### src/rtl/parser_arb_pkg.sv
// Shared types and width helpers for the parser ingress arbiter.
package parser_arb_pkg;

  localparam int unsigned ARB_BUS_WIDTH_B = 4;

  typedef enum logic [1:0] {
    ARB_IDLE,
    ARB_XFER,
    ARB_GAP
  } arb_state_e;

  // Width of the last-word byte count; never narrower than one bit.
  function automatic int unsigned lb_w(input int unsigned bus_width_b);
    return (bus_width_b < 2) ? 1 : $clog2(bus_width_b);
  endfunction

  // Width of the gap down-counter, which holds GAP_CYC-1 at most.
  function automatic int unsigned gap_w(input int unsigned gap_cyc);
    return (gap_cyc < 2) ? 1 : $clog2(gap_cyc);
  endfunction

  localparam int unsigned ARB_LB_W = lb_w(ARB_BUS_WIDTH_B);

  typedef struct packed {
    logic [ARB_BUS_WIDTH_B*8-1:0] data;
    logic                         sop;
    logic                         eop;
    logic [ARB_LB_W-1:0]          lb;
  } arb_word_t;

endpackage

### src/rtl/parser_ingress_arb_rr_arbiter.sv
// Combinational round-robin pick starting at the pointer; pointer is held by the parent.
module rr_arbiter
  import parser_arb_pkg::*;
#(
  parameter int unsigned NUM_SRC = 4
) (
  input  logic [NUM_SRC-1:0]         req_i,
  input  logic [$clog2(NUM_SRC)-1:0] ptr_i,
  output logic [NUM_SRC-1:0]         gnt_oh_o,
  output logic [$clog2(NUM_SRC)-1:0] gnt_idx_o,
  output logic [$clog2(NUM_SRC)-1:0] ptr_nxt_o,
  output logic                       any_o
);

  localparam int unsigned PW = $clog2(NUM_SRC);

  // First requester found walking up from the pointer wins.
  always_comb begin
    gnt_oh_o  = '0;
    gnt_idx_o = '0;
    ptr_nxt_o = ptr_i;
    any_o     = 1'b0;
    for (int unsigned i = 0; i < NUM_SRC; i++) begin
      int unsigned     idx;
      logic [PW-1:0]   idx_p;
      idx   = (32'(ptr_i) + i) % NUM_SRC;
      idx_p = PW'(idx);
      if (!any_o && req_i[idx_p]) begin
        any_o            = 1'b1;
        gnt_oh_o[idx_p]  = 1'b1;
        gnt_idx_o        = idx_p;
        ptr_nxt_o        = PW'((idx + 1) % NUM_SRC);
      end
    end
  end

endmodule

### src/rtl/parser_ingress_arb.sv
// Packet-granular round-robin arbiter feeding one packet parser.
// Optional per-source packet and global underrun counters: define PARSER_ARB_STATS_EN.
module parser_ingress_arb
  import parser_arb_pkg::*;
#(
  parameter int unsigned NUM_SRC     = 4,
  parameter int unsigned BUS_WIDTH_B = ARB_BUS_WIDTH_B,
  parameter int unsigned GAP_CYC     = 2,
  parameter int unsigned LB_W        = lb_w(BUS_WIDTH_B)
) (
  input  logic                            CLK,
  input  logic                            reset,
  input  logic [NUM_SRC-1:0]              src_valid_i,
  input  logic [NUM_SRC*BUS_WIDTH_B*8-1:0] src_data_i,
  input  logic [NUM_SRC-1:0]              src_sop_i,
  input  logic [NUM_SRC-1:0]              src_eop_i,
  input  logic [NUM_SRC*LB_W-1:0]         src_lb_i,
  output logic [NUM_SRC-1:0]              src_ready_o,
  output logic [BUS_WIDTH_B*8-1:0]        bus_o,
  output logic                            sop_o,
  output logic                            valid_o,
  output logic                            eop_o,
  output logic [LB_W-1:0]                 lb_o,
  output logic [$clog2(NUM_SRC)-1:0]      grant_id_o,
  output logic                            underrun_o
`ifdef PARSER_ARB_STATS_EN
  ,
  output logic [NUM_SRC*32-1:0]           pkt_cnt_o,
  output logic [31:0]                     urun_cnt_o
`endif
);

  localparam int unsigned DW = BUS_WIDTH_B * 8;
  localparam int unsigned PW = $clog2(NUM_SRC);
  localparam int unsigned GW = gap_w(GAP_CYC);

  arb_state_e         state_q, state_d;
  logic [PW-1:0]      rr_q, rr_d;
  logic [PW-1:0]      grant_q, grant_d;
  logic [GW-1:0]      gap_q, gap_d;
  logic               in_pkt_q, in_pkt_d;
  logic               stall_q, stall_d;
  arb_word_t          word_q, word_d;
  logic               valid_q, valid_d;
  logic               underrun_q, underrun_d;
  logic [NUM_SRC-1:0] ready_q, ready_d;

  logic [NUM_SRC-1:0] arb_oh;
  logic [PW-1:0]      arb_idx, arb_ptr_nxt;
  logic               arb_any;

  logic               g_valid, g_sop, g_eop;
  logic [DW-1:0]      g_data;
  logic [LB_W-1:0]    g_lb;
  logic               eop_xfer;

  rr_arbiter #(.NUM_SRC(NUM_SRC)) u_rr (
    .req_i     (src_valid_i & src_sop_i),
    .ptr_i     (rr_q),
    .gnt_oh_o  (arb_oh),
    .gnt_idx_o (arb_idx),
    .ptr_nxt_o (arb_ptr_nxt),
    .any_o     (arb_any)
  );

  // Select the word presented by the current grant owner.
  always_comb begin
    g_valid = 1'b0;
    g_sop   = 1'b0;
    g_eop   = 1'b0;
    g_data  = '0;
    g_lb    = '0;
    for (int unsigned i = 0; i < NUM_SRC; i++) begin
      if (grant_q == PW'(i)) begin
        g_valid = src_valid_i[i];
        g_sop   = src_sop_i[i];
        g_eop   = src_eop_i[i];
        g_data  = src_data_i[i*DW +: DW];
        g_lb    = src_lb_i[i*LB_W +: LB_W];
      end
    end
  end

  assign eop_xfer = (state_q == ARB_XFER) && g_valid && g_eop;

  // Next-state and registered-output logic.
  always_comb begin
    state_d    = state_q;
    rr_d       = rr_q;
    grant_d    = grant_q;
    gap_d      = gap_q;
    in_pkt_d   = in_pkt_q;
    stall_d    = stall_q;
    ready_d    = '0;
    valid_d    = 1'b0;
    word_d     = '0;
    underrun_d = 1'b0;

    case (state_q)
      ARB_IDLE: begin
        if (arb_any) begin
          state_d  = ARB_XFER;
          grant_d  = arb_idx;
          rr_d     = arb_ptr_nxt;
          ready_d  = arb_oh;
          in_pkt_d = 1'b0;
          stall_d  = 1'b0;
        end
      end
      ARB_XFER: begin
        ready_d = ready_q;
        if (g_valid) begin
          valid_d     = 1'b1;
          word_d.data = g_data;
          word_d.sop  = g_sop;
          word_d.eop  = g_eop;
          word_d.lb   = g_eop ? g_lb : '0;
          stall_d     = 1'b0;
          in_pkt_d    = 1'b1;
          // A sop arriving mid-packet restarts the packet and is flagged.
          if (g_sop && in_pkt_q) underrun_d = 1'b1;
          if (g_eop) begin
            ready_d  = '0;
            in_pkt_d = 1'b0;
            if (GAP_CYC == 0) begin
              state_d = ARB_IDLE;
            end else begin
              state_d = ARB_GAP;
              gap_d   = GW'(GAP_CYC - 1);
            end
          end
        end else if (in_pkt_q && !stall_q) begin
          underrun_d = 1'b1;
          stall_d    = 1'b1;
        end
      end
      ARB_GAP: begin
        // The final gap cycle arbitrates so the next sop lands exactly GAP_CYC idle cycles later.
        if (gap_q == '0) begin
          state_d = ARB_IDLE;
          if (arb_any) begin
            state_d  = ARB_XFER;
            grant_d  = arb_idx;
            rr_d     = arb_ptr_nxt;
            ready_d  = arb_oh;
            in_pkt_d = 1'b0;
            stall_d  = 1'b0;
          end
        end else begin
          gap_d = gap_q - 1'b1;
        end
      end
      default: state_d = ARB_IDLE;
    endcase
  end

  // State and output registers.
  always_ff @(posedge CLK) begin
    if (reset) begin
      state_q    <= ARB_IDLE;
      rr_q       <= '0;
      grant_q    <= '0;
      gap_q      <= '0;
      in_pkt_q   <= 1'b0;
      stall_q    <= 1'b0;
      ready_q    <= '0;
      valid_q    <= 1'b0;
      word_q     <= '0;
      underrun_q <= 1'b0;
    end else begin
      state_q    <= state_d;
      rr_q       <= rr_d;
      grant_q    <= grant_d;
      gap_q      <= gap_d;
      in_pkt_q   <= in_pkt_d;
      stall_q    <= stall_d;
      ready_q    <= ready_d;
      valid_q    <= valid_d;
      word_q     <= word_d;
      underrun_q <= underrun_d;
    end
  end

  assign src_ready_o = ready_q;
  assign bus_o       = word_q.data;
  assign sop_o       = word_q.sop;
  assign valid_o     = valid_q;
  assign eop_o       = word_q.eop;
  assign lb_o        = word_q.lb;
  assign grant_id_o  = grant_q;
  assign underrun_o  = underrun_q;

`ifdef PARSER_ARB_STATS_EN
  logic [NUM_SRC-1:0][31:0] pkt_cnt_q;
  logic [31:0]              urun_cnt_q;

  // Saturating packet (per eop transfer) and underrun counters.
  always_ff @(posedge CLK) begin
    if (reset) begin
      pkt_cnt_q  <= '0;
      urun_cnt_q <= '0;
    end else begin
      for (int unsigned i = 0; i < NUM_SRC; i++) begin
        if (eop_xfer && grant_q == PW'(i) && pkt_cnt_q[i] != '1) begin
          pkt_cnt_q[i] <= pkt_cnt_q[i] + 32'd1;
        end
      end
      if (underrun_d && urun_cnt_q != '1) urun_cnt_q <= urun_cnt_q + 32'd1;
    end
  end

  assign pkt_cnt_o  = pkt_cnt_q;
  assign urun_cnt_o = urun_cnt_q;
`else
  logic unused_eop_xfer;
  assign unused_eop_xfer = eop_xfer;
`endif

endmodule

### config.mk
export PLATFORM = sky130hd
export DESIGN_NAME = parser_ingress_arb
export DESIGN_NICKNAME = d
export VERILOG_FILES = /design/src/rtl/parser_arb_pkg.sv /design/src/rtl/parser_ingress_arb_rr_arbiter.sv /design/src/rtl/parser_ingress_arb.sv
export SDC_FILE = /design/constraint.sdc
export NUM_CORES = 1
export LEC_CHECK = 0
export CORE_ASPECT_RATIO = 0.8
export CORE_MARGIN = 1.5
export CORE_UTILIZATION = 25
export CTS_CLUSTER_SIZE = 14
export DETAILED_ROUTE_END_ITERATION = 10
export SLEW_MARGIN = 15
export SYNTH_ARGS = -nofsm -noshare
export SYNTH_HDL_FRONTEND = slang
export SYNTH_SLANG_ARGS = --single-unit
### constraint.sdc
create_clock -name CLK -period 4.5 [get_ports CLK]
set_input_delay 0.675 -clock CLK [delete_from_list [all_inputs] [get_ports CLK]]
set_output_delay 0.675 -clock CLK [all_outputs]
set_load 0.1 [all_outputs]
==> results.yml <==
run_status:
  status: "complete, no violations"
placement:
  portBuffers: 193
  post-place-ws_ns: 1.70
  hpwl_mm: 8.36
  gp_congestion: 0.889
die:
  fp.dieW_um: 126
  io_pins: 194
  num_rows: 35
  die_h_um: 101
  start_util: 0.259
  core-area_um2: 11600
  die-area_um2: 12700
critical_path:
  crit_path_end_kind: "flop"
  worst-path-max-fanout: 17
  path_delay_family: "flip-flops"
  crit_end: "rr_q[1]$_SDFFE_PP0P_"
  crit_buf_inv: 1
  cp.arrival_ns: 3.01
  rr_startpoint: "rr_q[0]$_SDFFE_PP0P_"
  critPathSlowestCell: "dfxtp_1"
  reg2reg_to: "rr_q[1]$_SDFFE_PP0P_"
  r2r_setup_slack_ns: 1.66
  crit_path_start_kind: "flop"
  cp.required_ns: 4.67
  ff2ff_path_depth: 6
  cp_slowest_stage_delay_ns: 0.81
  crit_start: "rr_q[0]$_SDFFE_PP0P_"
  cp.depth: 6
  critPathKind: "flop to flop"
  cp_cell_sequence: "inv_2 > ha_1 > mux4_2 > nand3b_1 > a31oi_1 > o41a_1"
cells_and_area:
  n_antenna_cell: 0
  drive_above_1_share: 0.134
  fill_cells: 1058
  areaGrowthSynthToFinish_pct: 73.8
  fin_nets: 603
power_and_ir_drop:
  p_int_mw: 1.21
  p_per_area_nw_per_um2: 380
  combinationalPowerShare: 0.505
  p_clk_frac: 0.223
  p_switching_mw: 0.780
  swShare: 0.392
  peakVddDrop_v: 0.000251
  p_seq_frac: 0.273
  p_leak_nw: 1.96
yosys:
  synth_edf_count: 0
  yosys_warnings: 0
  synthTopCellsByArea: "dfxtp_1 34%, mux4_2 31%, and3_1 7.9%"
  synth-async-reset-ratio: 0
  syn_area_um2: 3010
  synth_cell_types: 42
  synth_flop_cell: "dfxtp_1"
  netlist_instances: 264
  syn_nets: 421
  yosys.area.top_type: "dfxtp_1"
  ys_seq_elements: 51
  syn_area_per_cell_um2: 11.4
  synth_top_area_frac: 0.340
  ys_seq_area_frac: 0.340
global_route:
  grt_remaining_overflow: 0
  grt_usage: 0.161
  grt_pass1_wl_mm: 16.1
  first_global_vias: 2942
  grt_antenna_before_repair: 0
  grt_max_degree: 39
timing:
  hold_ws_ns: 0.499
  relSlewSlack: 0.313
  setup-tns-final_ns: 0
  worstMarginPinSlew_ns: 1.03
  setup_viol_count_final: 0
  timing.final.crit_period_ns: 2.84
  rsz0062_at_grt: "no"
  setup_slack_ns: 1.66
  hold_viol_final: 0
  skew_ns: 0.00391
  slew_viol_final: 0
  timing.fmax_mhz: 352
  fin_crit_sh: 0.631
drt:
  viasPerCell: 5.08
  drt_iter0_markers: 285
  route.detailed.drc: 0
  num_vias: 3025
  wl_mm: 10.8
  dr.pass1.iters: 5
  routedWlPerCell_um: 18.1
  ant_nets: 0
cts:
  htreeDepth: 2
  clockBufferDepth: 2
  post_cts_buffers: 0
  clock_sinks: 51
  cts_inserted_buffers: 5
  post_cts_resized: 0
  hold_buffers: 0
  root_buffer: "clkbuf_16"
  cts_tree: "built"
  clk_latency_ns: 0.28
  path_clk_slew_ns: 0.06
worst_hold_path:
  min_path_type: "flop to flop"
  hold_depth: 1
job:
  timing.max_cap.violations: 0
## metal layers
layer / vias to the layer above / wire (um) / track usage
met5: - / 0 / 0
met4: 0 / 64 / 0.0245
met3: 8 / 772 / 0.0377
met2: 151 / 5510 / 0.289
met1: 1463 / 4400 / 0.202
li1: 1403 / - / -
## cells in the final DEF (no fill, tap or decap), drive strengths merged, types with 3 or more instances in the layout
cell / netlist / layout
clkdlybuf4s50: 0 / 193
dfxtp: 51 / 51
mux4: 42 / 42
and3: 38 / 38
nand2: 15 / 15
o21ai: 14 / 14
a21oi: 10 / 10
nor2: 8 / 8
a31oi: 8 / 8
ha: 7 / 7
inv: 6 / 7
clkbuf: 13 / 6
and2: 6 / 6
nand3: 5 / 5
a211oi: 4 / 4
a221o: 4 / 4
nand3b: 3 / 3
nor3: 3 / 3
buf: 8 / 3
## power groups by stage
stage               Combinational [mW]  Clock, mW  Sequential (mW)
global route                      1.06      0.478            0.549
floorplan                        0.496          0            0.756
CTS                               1.01      0.457            0.542
detailed placement                1.00          0            0.552
global placement                  1.00          0            0.550
finish                            1.00      0.442            0.542
## worst register-to-register path, delay by kind of cell (launching register included)
kind / cells / cell delay, ns
AO/OA/AOI/OAI: 2 / 0.49
AND/OR/NAND/NOR: 1 / 0.12
flip-flops: 1 / 0.81
buffers and inverters: 1 / 0.22
multiplexers: 1 / 0.46
adder cells (fa/ha/maj): 1 / 0.62
## registers in the layout, indices dropped and copies added, names as in the netlist, 2 cells and up
register,cells
bus_o,32
src_ready_o,4
grant_id_o,2
lb_o,2
rr_q,2
state_q,2
## how the worst min path moves through the flow
stage,startpoint,endpoint,slack (ns)
after floorplan,state_q[0]$_SDFFE_PP0P_,state_q[1]$_SDFFE_PP0P_,0.47
after detailed placement,in_pkt_q$_SDFFE_PP0P_,underrun_o$_SDFF_PP0_,0.49
after CTS,in_pkt_q$_SDFFE_PP0P_,underrun_o$_SDFF_PP0_,0.50
final,in_pkt_q$_SDFFE_PP0P_,underrun_o$_SDFF_PP0_,0.50
after global routing,in_pkt_q$_SDFFE_PP0P_,underrun_o$_SDFF_PP0_,0.52
after global placement,state_q[0]$_SDFFE_PP0P_,state_q[1]$_SDFFE_PP0P_,0.48
## synthesized netlist by cell type, types with 5 or more instances
cell type / count
dfxtp_1: 51
mux4_2: 42
and3_1: 38
nand2_1: 15
clkbuf_1: 13
a21oi_1: 10
a31oi_1: 8
nor2_1: 8
o21ai_0: 8
ha_1: 7
inv_1: 5
nand3_1: 5
o21ai_1: 5
## through the flow
stage | cells | power [mW] | utilization | instance area, um^2
2_1_floorplan | 264 | 1.25 | - | 3010
3_3_place_gp | 587 | 1.55 | 0.435 | 5050
3_5_place_dp | 587 | 1.56 | 0.435 | 5050
4_1_cts | 595 | 2.01 | 0.450 | 5230
5_1_grt | 595 | 2.09 | 0.450 | 5230
6_report | 595 | 1.99 | 0.450 | 5230
## kinds of logic (layout without fill, tap and decap cells)
group / Yosys count / in the layout / synth area share
buf+inv: 27 / 210 / 0.0429
simple gates: 86 / 86 / 0.161
flops: 51 / 51 / 0.340
fa+ha+maj: 7 / 7 / 0.0291
mux: 43 / 43 / 0.318
compound gates: 50 / 50 / 0.109
## area by class of cell
class                   count  area [um^2]  area share
repair buffers            196         1950       0.374
multi-input cells         186         1860       0.356
flip-flops and latches     51         1020       0.196
well taps                 148          185      0.0354
clock buffers               6          139      0.0266
clock inverters             2         38.8     0.00742
inverters                   6         22.5     0.00431
No activity file was read; power rests on OpenSTA's default activity.
